### src/rtl/ic_axi_rd_master_if.sv
// ---------------------------------------------------------------------------
// ic_axi_rd_master_if
// Tiny-AXI read channels (AR + R) between the I-cache refill master and the
// memory-side slave.
//   master modport : drives AR payload/arvalid and rready
//   slave  modport : drives arready and the R payload/rvalid
// Signals:
//   arid[IDW], araddr[32], arlen[8], arsize[3], arburst[2], arvalid, arready
//   rid[IDW], rdata[32], rresp[2], rlast, rvalid, rready
// ---------------------------------------------------------------------------
interface ic_axi_rd_if #(
    parameter int IDW = 4
) ();
    logic [IDW-1:0] arid;
    logic [31:0]    araddr;
    logic [7:0]     arlen;
    logic [2:0]     arsize;
    logic [1:0]     arburst;
    logic           arvalid;
    logic           arready;

    logic [IDW-1:0] rid;
    logic [31:0]    rdata;
    logic [1:0]     rresp;
    logic           rlast;
    logic           rvalid;
    logic           rready;

    modport master (
        output arid, araddr, arlen, arsize, arburst, arvalid, rready,
        input  arready, rid, rdata, rresp, rlast, rvalid
    );

    modport slave (
        input  arid, araddr, arlen, arsize, arburst, arvalid, rready,
        output arready, rid, rdata, rresp, rlast, rvalid
    );
endinterface

### src/rtl/ic_axi_rd_master.sv
// ---------------------------------------------------------------------------
// ic_axi_rd_master
// Instruction-cache refill read master. Takes a one-cycle refill request from
// the I-cache lookup stage, issues a single 4-beat INCR burst (32-bit beats)
// for the aligned 16-byte line, assembles the beats into a 128-bit line and
// returns it with a one-cycle valid pulse.
//
// Ports:
//   clk              system clock
//   rst_n            synchronous active-low reset
//   rst_pipe         pipeline flush; the in-flight refill still completes on
//                    AXI but its result is not delivered
//   icr_start_rq     one-cycle refill request (ignored unless idle)
//   ic_rin_addr      refill address, any byte within the line
//   rdat_m_data      assembled line, word k = beat k
//   ic_rdat_m_valid  one-cycle line-valid pulse
//   ic_finish_mrd    one-cycle pulse at the end of every burst
//   ic_rd_err        one-cycle pulse with ic_finish_mrd if the burst had an error
//   ic_rd_busy       high from request acceptance through the finish cycle
//   axi              AR/R tiny-AXI channels (master side)
// ---------------------------------------------------------------------------
module ic_axi_rd_master #(
    parameter int             IDW    = 4,
    parameter logic [IDW-1:0] AXI_ID = 4'h1
) (
    input  logic          clk,
    input  logic          rst_n,
    input  logic          rst_pipe,
    input  logic          icr_start_rq,
    input  logic [31:0]   ic_rin_addr,
    output logic [127:0]  rdat_m_data,
    output logic          ic_rdat_m_valid,
    output logic          ic_finish_mrd,
    output logic          ic_rd_err,
    output logic          ic_rd_busy,
    ic_axi_rd_if.master   axi
);

    typedef enum logic [1:0] {
        IDLE = 2'd0,
        AREQ = 2'd1,
        RDAT = 2'd2,
        DONE = 2'd3
    } state_t;

    state_t        r_state;
    state_t        w_next;

    logic [31:0]   r_araddr;
    logic [127:0]  r_data;
    logic [1:0]    r_cnt;
    logic          r_err;
    logic          r_discard;

    logic          w_accept;
    logic          w_ar_hs;
    logic          w_beat;
    logic          w_beat_err;
    logic          w_unused;

    // Beat counter advances to 3 and then sticks, so any surplus beats land
    // on word 3 instead of wrapping over word 0.
    function automatic logic [1:0] sat_inc(input logic [1:0] c);
        return (c == 2'd3) ? 2'd3 : c + 2'd1;
    endfunction

    // RID is deliberately not checked against AXI_ID.
    assign w_unused = ^axi.rid;

    assign w_accept = (r_state == IDLE) & icr_start_rq;
    assign w_ar_hs  = (r_state == AREQ) & axi.arready;
    assign w_beat   = (r_state == RDAT) & axi.rvalid;

    // A beat is erroneous if the slave reports non-OKAY, or if rlast does not
    // coincide with the fourth beat (early rlast, or a fourth beat without
    // rlast which means the burst is running long).
    assign w_beat_err = (axi.rresp != 2'b00) | ((r_cnt == 2'd3) != axi.rlast);

    // -----------------------------------------------------------------------
    // State register
    // -----------------------------------------------------------------------
    always_ff @(posedge clk) begin
        if (!rst_n) begin
            r_state <= IDLE;
        end else begin
            r_state <= w_next;
        end
    end

    // -----------------------------------------------------------------------
    // Next-state logic
    // -----------------------------------------------------------------------
    always_comb begin
        w_next = r_state;
        case (r_state)
            IDLE: begin
                if (icr_start_rq) begin
                    w_next = AREQ;
                end
            end
            AREQ: begin
                if (axi.arready) begin
                    w_next = RDAT;
                end
            end
            RDAT: begin
                if (axi.rvalid && axi.rlast) begin
                    w_next = DONE;
                end
            end
            DONE: begin
                // Requests arriving here are dropped; the requester retries.
                w_next = IDLE;
            end
            default: begin
                w_next = IDLE;
            end
        endcase
    end

    // -----------------------------------------------------------------------
    // Address latch, line assembly and burst status flags
    // -----------------------------------------------------------------------
    always_ff @(posedge clk) begin
        if (!rst_n) begin
            r_araddr  <= 32'h0;
            r_data    <= 128'h0;
            r_cnt     <= 2'd0;
            r_err     <= 1'b0;
            r_discard <= 1'b0;
        end else begin
            if (w_accept) begin
                r_araddr  <= {ic_rin_addr[31:4], 4'h0};
                r_cnt     <= 2'd0;
                r_err     <= 1'b0;
                r_discard <= 1'b0;
            end

            // A flush cannot abort the AXI transaction, so it only marks the
            // result as unwanted; the burst still drains to rlast.
            if (rst_pipe && ((r_state == AREQ) || (r_state == RDAT))) begin
                r_discard <= 1'b1;
            end

            if (w_beat) begin
                r_data[{r_cnt, 5'd0} +: 32] <= axi.rdata;
                r_cnt                       <= sat_inc(r_cnt);
                if (w_beat_err) begin
                    r_err <= 1'b1;
                end
            end
        end
    end

    // Unused by the datapath beyond this point; keeps the AR hand-off visible.
    logic w_ar_hs_unused;
    assign w_ar_hs_unused = w_ar_hs;

    // -----------------------------------------------------------------------
    // Outputs
    // -----------------------------------------------------------------------
    assign axi.arid    = AXI_ID;
    assign axi.araddr  = r_araddr;
    assign axi.arlen   = 8'd3;
    assign axi.arsize  = 3'b010;
    assign axi.arburst = 2'b01;
    assign axi.arvalid = (r_state == AREQ);
    assign axi.rready  = (r_state == RDAT);

    assign rdat_m_data     = r_data;
    assign ic_finish_mrd   = (r_state == DONE);
    // A flush landing in the finish cycle itself must also kill the pulse.
    assign ic_rdat_m_valid = (r_state == DONE) & ~r_discard & ~rst_pipe;
    assign ic_rd_err       = (r_state == DONE) & r_err;
    assign ic_rd_busy      = (r_state != IDLE);

endmodule

### src/flat_wrapper.sv
// flat-port wrapper written by rule: the top's interface ports become plain ports
module ic_axi_rd_master_flat 
#(
    parameter int             IDW    = 4,
    parameter logic [IDW-1:0] AXI_ID = 4'h1
)
  (clk, rst_n, rst_pipe, icr_start_rq, ic_rin_addr, rdat_m_data, ic_rdat_m_valid, ic_finish_mrd, ic_rd_err, ic_rd_busy, axi_arid, axi_araddr, axi_arlen, axi_arsize, axi_arburst, axi_arvalid, axi_rready, axi_arready, axi_rid, axi_rdata, axi_rresp, axi_rlast, axi_rvalid);
  ic_axi_rd_if #(.IDW(IDW)) axi_i ();
  input  logic clk;
  input  logic rst_n;
  input  logic rst_pipe;
  input  logic icr_start_rq;
  input  logic [31:0] ic_rin_addr;
  output logic [127:0] rdat_m_data;
  output logic ic_rdat_m_valid;
  output logic ic_finish_mrd;
  output logic ic_rd_err;
  output logic ic_rd_busy;
  output wire logic [$bits(axi_i.arid)-1:0] axi_arid;
  output wire logic [$bits(axi_i.araddr)-1:0] axi_araddr;
  output wire logic [$bits(axi_i.arlen)-1:0] axi_arlen;
  output wire logic [$bits(axi_i.arsize)-1:0] axi_arsize;
  output wire logic [$bits(axi_i.arburst)-1:0] axi_arburst;
  output wire logic [$bits(axi_i.arvalid)-1:0] axi_arvalid;
  output wire logic [$bits(axi_i.rready)-1:0] axi_rready;
  input wire logic [$bits(axi_i.arready)-1:0] axi_arready;
  input wire logic [$bits(axi_i.rid)-1:0] axi_rid;
  input wire logic [$bits(axi_i.rdata)-1:0] axi_rdata;
  input wire logic [$bits(axi_i.rresp)-1:0] axi_rresp;
  input wire logic [$bits(axi_i.rlast)-1:0] axi_rlast;
  input wire logic [$bits(axi_i.rvalid)-1:0] axi_rvalid;
  assign axi_arid = axi_i.arid;
  assign axi_araddr = axi_i.araddr;
  assign axi_arlen = axi_i.arlen;
  assign axi_arsize = axi_i.arsize;
  assign axi_arburst = axi_i.arburst;
  assign axi_arvalid = axi_i.arvalid;
  assign axi_rready = axi_i.rready;
  assign axi_i.arready = axi_arready;
  assign axi_i.rid = axi_rid;
  assign axi_i.rdata = axi_rdata;
  assign axi_i.rresp = axi_rresp;
  assign axi_i.rlast = axi_rlast;
  assign axi_i.rvalid = axi_rvalid;
  ic_axi_rd_master #(.IDW(IDW), .AXI_ID(AXI_ID)) u_core (.clk(clk), .rst_n(rst_n), .rst_pipe(rst_pipe), .icr_start_rq(icr_start_rq), .ic_rin_addr(ic_rin_addr), .rdat_m_data(rdat_m_data), .ic_rdat_m_valid(ic_rdat_m_valid), .ic_finish_mrd(ic_finish_mrd), .ic_rd_err(ic_rd_err), .ic_rd_busy(ic_rd_busy), .axi(axi_i));
endmodule
### config.mk
export PLATFORM = sky130hd
export DESIGN_NAME = ic_axi_rd_master_flat
export DESIGN_NICKNAME = d
export VERILOG_FILES = /design/src/rtl/ic_axi_rd_master_if.sv /design/src/rtl/ic_axi_rd_master.sv /design/src/flat_wrapper.sv
export SDC_FILE = /design/constraint.sdc
export NUM_CORES = 1
export LEC_CHECK = 0
export BUFFER_PORTS_ARGS = -buffer_cell sky130_fd_sc_hd__buf_2
export CAP_MARGIN = 15
export CORE_MARGIN = 2
export CORE_UTILIZATION = 52
export DETAILED_ROUTE_END_ITERATION = 16
export HOLD_SLACK_MARGIN = 0.02
export PLACE_DENSITY = 0.85
export SYNTH_ARGS = -nofsm -noshare
export SYNTH_HDL_FRONTEND = slang
export SYNTH_SLANG_ARGS = --single-unit
export TNS_END_PERCENT = 5
### constraint.sdc
create_clock -name clk -period 4.3 [get_ports clk]
set_input_delay 0.43 -clock clk [delete_from_list [all_inputs] [get_ports clk]]
set_output_delay 0.43 -clock clk [all_outputs]
set_load 0.005 [all_outputs]
==> results.toml <==
[setup_path]
path_delay_family = "compound AO/OA/AOI/OAI gates"
cp.arrival_ps = 3130
cp_num_buf_inv = 2
start_kind = "register"
critPathMaxFanout = 32
critPathSlowestCell = "a21boi_4"
path_cells = "inv_1, ha_1, and2_1, buf_4, a21boi_4, a22o_1"
cp-end-kind = "register"
cp_slowest_stage_delay_ps = 820
path_class = "reg -> reg"
required_ps = 4660

[drt]
drc = 0
num_vias = 5286
viasPerCell = 5.48
ant_nets = 0
drt_iter0_markers = 408
totalWireLength_um = 16700
routedWlPerCell_um = 17.3
first_pass_iters = 5

[synth]
avgSynthCellArea_um2 = 10.6
synth_top_area_cell = "dfxtp_1"
synth_most_common_cell = "dfxtp_1"
yosysWarnings = 0
synth_commonest_cells = "dfxtp_1 (162), nand2_1 (126), a22o_1 (64)"
synth_flop_cell = "dfxtp_1"
synth_area_leaders = "dfxtp_1 (51%), a22o_1 (8.8%), nand2_1 (7.4%)"
seq_area_frac_synth = 0.510
synth_edf_count = 0
ys_seq_elements = 162
synth_top_area_frac = 0.510
synth_area_um2 = 6360
syn-instance-count = 603
ys_async_sr_fraction = 0
yosys.cell_types.count = 38

[finish]
nets = 894
syn_to_final_growth_pct = 25.2
drive_above_1_share = 0.379
n_antenna_cell = 0
fillers = 937

[clock_tree]
ctsLongestPathBuffers = 2
htreeDepth = 4
cts_setup_buffers = 0
cts_buffers = 17
clk_pin_slew_ps = 60
cts_tree = "yes"
cts_root_buffer = "clkbuf_16"
cts_hold_buffers = 0
cts_resized = 0
cts_sinks = 162
insertion_delay_ps = 430

[sta]
period_needed_ps = 2760
drv_slew = 0
tightest_slew_ps = 1040
finalCritPeriodShare = 0.643
fmax_ghz = 0.362
rsz0062_at_grt = "no"
fin_worst_skew_ps = 8.69
finalSetupTns_ps = 0
maxSlewHeadroom = 0.303
hold_viol = 0
setup_viol = 0

[placement]
hpwl_um = 11400
numPortBuffers = 230
gp_congestion = 0.828

[grt]
grt_pass1_vias = 4916
grt_max_degree = 82
grt-ovfl-total = 0
grt.total_usage = 0.251
antenna_found_initial = 0
grt_first_pass_wirelength_um = 25200

[worst_hold_path]
hold_class = "in -> reg"

[run]
max-cap-violations = 0

[floorplanning]
die-area_um2 = 13100
fp.dieH_um = 115
die_w_um = 115
rows = 40
ios = 260
core_region_area_um2 = 12000
initial_utilization = 0.532

[power]
powerDensity_nw_per_um2 = 467
p_leak_nw = 3.78
ir_drop_mv = 0.381
p_total_w = 0.00372

[run_status]
outcome = "complete, no violations"
[through the flow]
step | cells | setup slack, ps | hold slack (ps) | utilization | instance area [µm²]
4_1_cts | 964 | 1600 | 234 | 0.663 | 7940
5_1_grt | 965 | 1390 | 250 | 0.666 | 7960
3_5_place_dp | 932 | 1620 | 450 | 0.612 | 7320
3_3_place_gp | 932 | 1630 | 440 | 0.612 | 7320
6_report | 965 | 1540 | 246 | 0.666 | 7960
2_1_floorplan | 622 | 2480 | 429 | - | 6430
[power by group]
part | internal (W) | leakage [nW] | switching [W]
Sequential | 0.00158 | 1.31 | 0.0000411
Clock | 0.000937 | 0.303 | 0.000609
Combinational | 0.000216 | 2.17 | 0.000339
[cell families after synthesis]
family | share of synthesized area
multiplexers | 0.00157
AO/OA/AOI/OAI | 0.242
AND/OR/NAND/NOR | 0.140
flip-flops | 0.510
buffers and inverters | 0.0804
other | 0.00118
XOR/XNOR | 0.00138
adder cells (fa/ha/maj) | 0.0236
[worst paths after layout]
path	from	to	slack, ps	cells past startpoint
worst max-delay path	u_core.r_state[0]	u_core.rdat_m_data[107]	1540	6
worst min-delay path	ic_rin_addr[26]	u_core.axi.araddr[26]	250	3
worst max register to register	u_core.r_state[0]	u_core.rdat_m_data[107]	1540	6
worst min register to register	u_core.r_err	u_core.r_err	450	2
[registers in the layout, summed over array words and instances, names as in the netlist]
name / flops
u_core.axi.araddr: 28
u_core.r_discard: 1
u_core.r_err: 1
u_core.rdat_m_data: 128
u_core.r_cnt: 2
u_core.r_state: 2
[cell type report]
type,count,area [µm²],share of cell area
timing repair buffer,235,1210,0.152
clock buffer,22,494,0.0621
sequential,162,3240,0.407
clock inverter,10,121,0.0152
inverter,8,30.0,0.00377
tap,147,184,0.0231
multi-input combinational,381,2680,0.337
[cells in the final DEF (no fill, tap or decap), types with 5 or more instances in the layout]
| cell type | Yosys | routed |
|---|---|---|
| buf_4 | 29 | 5 |
| o22ai_2 | 30 | 30 |
| nor2b_1 | 33 | 33 |
| a21boi_0 | 28 | 28 |
| nand2_1 | 126 | 126 |
| inv_1 | 8 | 8 |
| conb_1 | 2 | 21 |
| a32oi_1 | 32 | 32 |
| dfxtp_1 | 162 | 162 |
| clkbuf_16 | 0 | 17 |
| buf_2 | 7 | 229 |
| a22o_1 | 64 | 64 |
| clkbuf_8 | 0 | 5 |
| ha_1 | 12 | 12 |
[worst register-to-register path, stage by stage (launching register included)]
cell      delay [ps]
dfxtp_1          390
inv_1            100
ha_1             320
and2_1           450
buf_4            350
a21boi_4         820
a22o_1           270
[metal layers]
layer | up-vias | GRT usage | wire [µm]
met3 | 34 | 0.0678 | 1320
met4 | 0 | 0.128 | 501
met1 | 2500 | 0.315 | 7050
met2 | 242 | 0.395 | 7810
met5 | - | 0 | 0
li1 | 2510 | - | -
Note: power is estimated with default switching activity, not from simulation.
